===== config.mk =====
export PLATFORM = sky130hd
export DESIGN_NAME = seg_scan_ctrl
export DESIGN_NICKNAME = d
export VERILOG_FILES = /design/src/rtl/seg_scan_ctrl_pkg.sv /design/src/rtl/seg_scan_timer.sv /design/src/rtl/seg_scan_ctrl.sv
export SDC_FILE = /design/constraint.sdc
export NUM_CORES = 1
export LEC_CHECK = 0
export ABC_AREA = 1
export CORE_MARGIN = 5
export CORE_UTILIZATION = 60
export CTS_CLUSTER_DIAMETER = 100
export DETAILED_ROUTE_END_ITERATION = 6
export HOLD_SLACK_MARGIN = 0.02
export PLACE_DENSITY = 0.94
export SYNTH_ARGS = -nofsm -noshare
export SYNTH_HDL_FRONTEND = slang
export SYNTH_SLANG_ARGS = --single-unit

===== constraint.sdc =====
create_clock -name clock -period 4.9 [get_ports clock]
set_clock_uncertainty 0.1 [all_clocks]
set_input_delay 0.735 -clock clock [delete_from_list [all_inputs] [get_ports clock]]
set_output_delay 0.735 -clock clock [all_outputs]
set_load 0.01 [all_outputs]

===== src/rtl/seg_scan_ctrl_pkg.sv =====
// Shared constants and state encoding for the seg_scan_ctrl display scanner.
package seg_scan_ctrl_pkg;

    localparam int unsigned SEG_NUM_DIGITS = 3;
    localparam int unsigned SEG_NIB_W      = 4;

    typedef enum logic {
        StBlank = 1'b0,
        StShow  = 1'b1
    } seg_state_e;

endpackage


===== src/rtl/seg_scan_timer.sv =====
// Slot phase counter: counts 0..phase_len-1 while run is high and clears when the phase ends.
module seg_scan_timer #(
    parameter int unsigned CNT_W = 16
) (
    input  logic             clock,
    input  logic             reset,
    input  logic             run,
    input  logic [CNT_W-1:0] phase_len,
    output logic             phase_done
);

    logic [CNT_W-1:0] cnt_q, cnt_d;

    assign phase_done = (cnt_q == phase_len - CNT_W'(1));

    always_comb begin
        cnt_d = cnt_q;
        if (run) begin
            cnt_d = phase_done ? '0 : cnt_q + CNT_W'(1);
        end
    end

    always_ff @(posedge clock or posedge reset) begin
        if (reset) begin
            cnt_q <= '0;
        end else begin
            cnt_q <= cnt_d;
        end
    end

endmodule


===== src/rtl/seg_scan_ctrl.sv =====
// Time-multiplexed 7-segment scan scheduler with blank gaps and frame-boundary updates.
// Optional feature: define SEG_BLANK_LZ_EN for leading-zero blanking.
module seg_scan_ctrl
    import seg_scan_ctrl_pkg::*;
#(
    parameter int unsigned NUM_DIGITS   = SEG_NUM_DIGITS,
    parameter int unsigned SCAN_DIV     = 50000,
    parameter int unsigned BLANK_CYCLES = 16
) (
    input  logic                            clock,
    input  logic                            reset,
    input  logic                            run,
    input  logic                            wr_valid,
    output logic                            wr_ready,
    input  logic [SEG_NIB_W*NUM_DIGITS-1:0] wr_digits,
    input  logic [NUM_DIGITS-1:0]           wr_dp,
    output logic [SEG_NIB_W-1:0]            display_out,
    output logic                            dp_out,
    output logic [NUM_DIGITS-1:0]           en_out,
    output logic                            frame_start
);

    localparam int unsigned CntW = $clog2(SCAN_DIV);
    localparam int unsigned IdxW = (NUM_DIGITS > 1) ? $clog2(NUM_DIGITS) : 1;
    localparam logic [IdxW-1:0] LastIdx = IdxW'(NUM_DIGITS - 1);

    seg_state_e                           state_q, state_d;
    logic [IdxW-1:0]                      idx_q, idx_d;
    logic [NUM_DIGITS-1:0][SEG_NIB_W-1:0] act_dig_q, act_dig_d, shd_dig_q, shd_dig_d;
    logic [NUM_DIGITS-1:0]                act_dp_q, act_dp_d, shd_dp_q, shd_dp_d;
    logic                                 pending_q, pending_d;
    logic [SEG_NIB_W-1:0]                 display_q, display_d;
    logic                                 dp_q, dp_d;
    logic [NUM_DIGITS-1:0]                en_q, en_d;
    logic                                 frame_start_q, frame_start_d;

    logic [CntW-1:0]       phase_len;
    logic                  phase_done, step, wrap, accept;
    logic [NUM_DIGITS-1:0] suppress;

    assign phase_len = (state_q == StBlank) ? CntW'(BLANK_CYCLES)
                                            : CntW'(SCAN_DIV - BLANK_CYCLES);

    seg_scan_timer #(
        .CNT_W(CntW)
    ) u_timer (
        .clock     (clock),
        .reset     (reset),
        .run       (run),
        .phase_len (phase_len),
        .phase_done(phase_done)
    );

    assign step   = run && phase_done;
    assign wrap   = step && (state_q == StShow) && (idx_q == LastIdx);
    assign accept = wr_valid && !pending_q;

`ifdef SEG_BLANK_LZ_EN
    logic lead_zero;

    // Walk from the most significant digit; a nonzero nibble or a set dp ends suppression.
    always_comb begin
        suppress  = '0;
        lead_zero = 1'b1;
        for (int i = NUM_DIGITS - 1; i >= 1; i--) begin
            lead_zero   = lead_zero && (act_dig_q[i] == '0) && !act_dp_q[i];
            suppress[i] = lead_zero;
        end
    end
`else
    assign suppress = '0;
`endif

    always_comb begin
        state_d       = state_q;
        idx_d         = idx_q;
        act_dig_d     = act_dig_q;
        act_dp_d      = act_dp_q;
        shd_dig_d     = shd_dig_q;
        shd_dp_d      = shd_dp_q;
        pending_d     = pending_q;

        if (step) begin
            if (state_q == StBlank) begin
                state_d = StShow;
            end else begin
                state_d = StBlank;
                idx_d   = (idx_q == LastIdx) ? '0 : idx_q + IdxW'(1);
            end
        end

        // Accept needs pending clear and commit needs it set, so they never collide.
        if (accept) begin
            shd_dig_d = wr_digits;
            shd_dp_d  = wr_dp;
            pending_d = 1'b1;
        end else if (wrap && pending_q) begin
            act_dig_d = shd_dig_q;
            act_dp_d  = shd_dp_q;
            pending_d = 1'b0;
        end

        display_d     = act_dig_q[idx_q];
        dp_d          = act_dp_q[idx_q];
        en_d          = ((state_q == StShow) && !suppress[idx_q])
                        ? (NUM_DIGITS'(1) << idx_q) : '0;
        frame_start_d = wrap;
    end

    always_ff @(posedge clock or posedge reset) begin
        if (reset) begin
            state_q       <= StBlank;
            idx_q         <= '0;
            act_dig_q     <= '0;
            act_dp_q      <= '0;
            shd_dig_q     <= '0;
            shd_dp_q      <= '0;
            pending_q     <= 1'b0;
            display_q     <= '0;
            dp_q          <= 1'b0;
            en_q          <= '0;
            frame_start_q <= 1'b0;
        end else begin
            state_q       <= state_d;
            idx_q         <= idx_d;
            act_dig_q     <= act_dig_d;
            act_dp_q      <= act_dp_d;
            shd_dig_q     <= shd_dig_d;
            shd_dp_q      <= shd_dp_d;
            pending_q     <= pending_d;
            display_q     <= display_d;
            dp_q          <= dp_d;
            en_q          <= en_d;
            frame_start_q <= frame_start_d;
        end
    end

    assign wr_ready    = !pending_q;
    assign display_out = display_q;
    assign dp_out      = dp_q;
    assign en_out      = run ? en_q : '0;
    assign frame_start = frame_start_q;

endmodule

# Word level (Yosys, flattened, before mapping)
# Cells that the tools add are included.
[op_classes]
n_addsub = 3
n_bitwise = 1
n_lt_le_gt_ge = 1
n_eq_ne = 2
shifts = 1
reduce_logical = 11
mux = 14
[op_table]
columns = ["cell", "n"]
rows = [
  ["two-way mux 16 bit", 2],
  ["adder 16 x 1 -> 16 bit, second input constant", 1],
  ["== test 16 bit", 1],
  ["subtractor 16 x 1 -> 16 bit, second input constant", 1],
  ["binary-select mux 4 bit (select 2 bit)", 1],
  ["logical AND 1 bit", 6],
  ["two-way mux 3 bit", 2],
  ["two-way mux 1 bit", 5],
  ["binary-select mux 1 bit (select 2 bit)", 2],
  ["two-way mux 4 bit", 1],
  ["AND reduction 2 bit", 2],
  ["less-than comparator 2 x 3 -> 1 bit, second input constant", 1],
  ["<< shifter 1 x 2 -> 3 bit, first input constant", 1],
  ["adder 2 x 1 -> 2 bit, second input constant", 1],
  ["== test 2 bit, second input constant", 1],
  ["zero test 1 bit", 2],
  ["two-way mux 2 bit", 1],
  ["nonzero test 2 bit", 1],
  ["inverter 1 bit", 1],
]
[word_totals]
word_cells = 49
regBits = 59
inputBits = 19

# Longest topological paths before layout
[logic_depth]
word_depth = 9
ltp_mapped = 10
mapped_depth_nobuf = 10

# Cells and area by module
# From an unflattened synthesis, not the netlist that was laid out.
[unflattened]
cells_unflattened = 435
hier_area_um2 = 3263.1
[modules_own_cells]
columns = ["module", "cells_each", "seq_area_each_um2", "instances", "area_per_inst_um2"]
rows = [
  ["seg_scan_ctrl", 194, 1076.0, 1, 1754.2],
  ["seg_scan_timer", 241, 400.4, 1, 1508.9],
]

# Worst setup path after synthesis
# Ideal clock, no wire load.
[synth_path]
path_kind = "in2out"
startpoint = "input run"
endpoint = "output en_out[0]"
slack_ns = 2.897
required_time_ns = 4.065
arrival_ns = 1.168
stages = 3
path_cell_list = "buf_1 -> nand2_1 -> inv_1"
[synth_between]
elab_chain_cells = 1
[synth_rtl]
columns = ["item", "line_no", "text"]
rows = [
  ["start: declaration", "seg_scan_ctrl.sv:12", "input logic run,"],
  ["two-way mux 3 bit", "seg_scan_ctrl.sv:141", "assign en_out = run ? en_q : '0;"],
  ["end: declaration", "seg_scan_ctrl.sv:19", "output logic [NUM_DIGITS-1:0] en_out,"],
]
# Every way passes these cells.

# Worst setup path after layout
# Same ends and word-level chain as after synthesis.

==> out/qor.csv <==
stage;metric;value;unit
clock_tree;clk sinks;59;
yosys;synthesized net count;326;
yosys;synth unique cells;29;
floorplanning;Die Width;77.8;um
timing;fmax;330;MHz
drt;Via-to-Cell Ratio;5.52;
worst_setup_path;CP most frequent cell;clkdlybuf4s50_1;
worst_setup_path;kind of cell adding the most delay to the critical path;buffers and inverters;
grt;overall global routing resource usage;20.4;%
timing;unrepaired setup endpoints after global routing;no;
placed_design;detailed placer's ending HPWL;4.04;mm
yosys;Syn Area/Cell;9.02;um^2
timing;Final setup viols;0;
grt;largest net degree at the start of global routing;60;
yosys;Post-synth EDFFs;0;
clock_tree;clock slew at reported path FFs;0.06;ns
placed_design;port bufs;28;
grt;first-pass GRT wire length;9.72;mm
drt;Pre-antenna DRT Iters;5;
yosys;most instantiated cells after synthesis;nand2_1, dfrtp_1, nor2_1, inv_1, nand4_1;
yosys;Synth async-reset ratio;100;%
yosys;mapped cell area;2760;um^2
worst_setup_path;crit path launch type;input port;
layout;NumNets Final;357;
worst_setup_path;Setup CP Type;input port to output port;
floorplanning;I/O Pins;29;
clock_tree;hold buffers post-CTS;0;
yosys;largest cells by area after synthesis;dfrtp_1, nand2_1, mux2_2, nand4_1, nor2_1;
timing;Slew Viols, Final;0;
placed_design;global placer's final weighted congestion;0.851;
power;Clk pwr share;39.4;%
yosys;Top FF cell, synth;dfrtp_1;
yosys;#FFs+latches synth;59;
layout;layout cell share with drive strength beyond 1;11.8;%
yosys;sequential fraction of the synthesis area;53.5;%
clock_tree;CTS tree;built;
layout;Fill cells;286;
floorplanning;initial core utilization;62.5;%
grt;grt total ovfl;0;
clock_tree;Num CTS Buffers;9;
drt;wire per inst;14.3;um
placed_design;Setup Slack @ Placement;1.71;ns
timing;final worst path period share;61.8;%
timing;Worst Tran Pin Value;0.713;ns
yosys;count leader, synth;nand2_1;
clock_tree;cts repair resizes;0;
floorplanning;row cnt;24;
clock_tree;clk_lat worst skew;0.33;ns
layout;# diodes;0;
worst_setup_path;Worst EP required;4.07;ns
status;status;completed;
flow_run;max-cap violations;0;
timing;relative slew slack;52.5;%
drt;Routed WL;5.62;mm
power;internal power;911;uW
worst_setup_path;CP peak stage delay;0.75;ns
worst_setup_path;crit path DAT;2.19;ns
power;P_sw;309;uW
worst_setup_path;CP cell instances;clkdlybuf4s50_1 -> nand2_1 -> inv_1 -> clkdlybuf4s50_1;
drt;via count;2163;
clock_tree;number of setup buffers added after CTS;0;
power;Leakage;0.00165;uW
yosys;Post-Syn Instances;306;
worst_setup_path;Worst path slowest cell;clkdlybuf4s50_1;
yosys;share of the synthesized area in the top cell type;53.5;%
clock_tree;Clock Path Buffers;2;
floorplanning;die area;6050;um^2
power;maximum VDD drop;0.308;mV
yosys;area leader, netlist;dfrtp_1;
yosys;Synth Warn #;0;
floorplanning;Die H;77.8;um
clock_tree;CTS root buf;clkbuf_8;
drt;DRC Markers;0;
worst_setup_path;CP endpoint kind;output port;
worst_hold_path;Hold WC Path Type;register to register;
power;combinational share of power;12.9;%
timing;final hold violations;0;
layout;area grow syn2layout;18.4;%
drt;Routed Antenna Nets;0;
timing;Post-Route Setup TNS;0;ns
power;Pwr Density;374;nW/um^2
worst_setup_path;CP bufs+invs;3;
timing;post-route setup slack;1.87;ns
timing;final critical-path required period;3.03;ns
power;sw frac;25.3;%
worst_setup_path;crit path max fanout;12;
power;sequential power share;47.7;%
grt;initial antenna violation count;0;
power;post-route total power;1220;uW
layout;final core utilization;74.0;%
floorplanning;Core Footprint;4410;um^2
clock_tree;H-tree Lvls;3;
drt;1st-iter DRT viols;254;
grt;vias in the first global route;2116;
[worst register-to-register path, stage by stage (launching register included)]
cell	delay [ns]
dfrtp_1	0.61
inv_4	0.12
o21ai_1	0.14
nand3_1	0.18
nor2_4	0.51
nand3_4	0.30
nand2_1	0.14
nand2_1	0.08
[area by class of cell]
| cell class | instances | area, um^2 | share of cell area (%) |
|---|---|---|---|
| inverters | 31 | 119 | 3.64 |
| clock buffers | 12 | 155 | 4.75 |
| clock inverters | 2 | 60.1 | 1.84 |
| well taps | 52 | 65.1 | 1.99 |
| repair buffers | 29 | 288 | 8.81 |
| flip-flops and latches | 59 | 1480 | 45.2 |
| multi-input cells | 207 | 1100 | 33.8 |
[sequential cells by signal, indices dropped and copies added (netlist names)]
register	cells
act_dig_q	12
act_dp_q	3
display_out	4
dp_out	1
en_q	3
frame_start	1
idx_q	2
pending_q	1
shd_dig_q	12
shd_dp_q	3
state_q	1
u_timer.cnt_q	16
[final timing paths]
| path | start | end | slack, ns | cells past startpoint |
|---|---|---|---|---|
| setup / recovery | run | en_out[0] | 1.87 | 4 |
| hold / removal | act_dig_q[10] | act_dig_q[10] | 0.39 | 2 |
| setup reg to reg | state_q | act_dig_q[11] | 2.60 | 7 |
| hold reg to reg | act_dig_q[10] | act_dig_q[10] | 0.39 | 2 |
| max in group asynchronous | reset | u_timer.cnt_q[12] | 3.40 | 3 |
| min in group asynchronous | reset | en_q[2] | 0.81 | 3 |
[per-layer routing]
metal	vias up	GRT usage [%]	share of wire, %
met5	-	0	0
met4	0	11.9	3.0
met3	16	4.17	6.4
met2	91	33.6	50
met1	1013	24.8	40
li1	1043	-	-
[stage by stage]
step,hold slack [ns],area [um^2],cells
after CTS,0.388,3270,392
after global placement,0.358,3050,378
after global routing,0.403,3270,392
final,0.387,3270,392
after floorplan,0.342,2760,306
after detailed placement,0.372,3050,378
[cell families after synthesis]
kind of cell             after synthesis  share of synthesized area, %
multiplexers                          15                          6.12
buffers and inverters                 40                          6.48
AO/OA/AOI/OAI                          8                          1.59
XOR/XNOR                              13                          4.13
flip-flops                            59                          53.5
AND/OR/NAND/NOR                      170                          27.7
adder cells (fa/ha/maj)                1                         0.453
[cells in the final DEF (no fill, tap or decap), types with 7 or more instances in the layout]
master | Yosys | routed
inv_1 | 29 | 28
nand4_1 | 19 | 19
nand3_1 | 16 | 16
mux2_2 | 15 | 15
nand2_1 | 88 | 88
dfrtp_1 | 59 | 59
clkbuf_8 | 0 | 11
nor2_1 | 31 | 31
clkdlybuf4s50_1 | 0 | 28
xor2_1 | 9 | 9
nor3_1 | 7 | 7
[power by group through the flow]
stage / combinational, uW / clock [uW] / sequential [uW]
final: 157 / 481 / 582
after floorplan: 113 / 0 / 574
after detailed placement: 156 / 0 / 588
after global placement: 145 / 0 / 584
after global routing: 176 / 516 / 587
after CTS: 157 / 490 / 579
(Power assumes the default switching activity.)
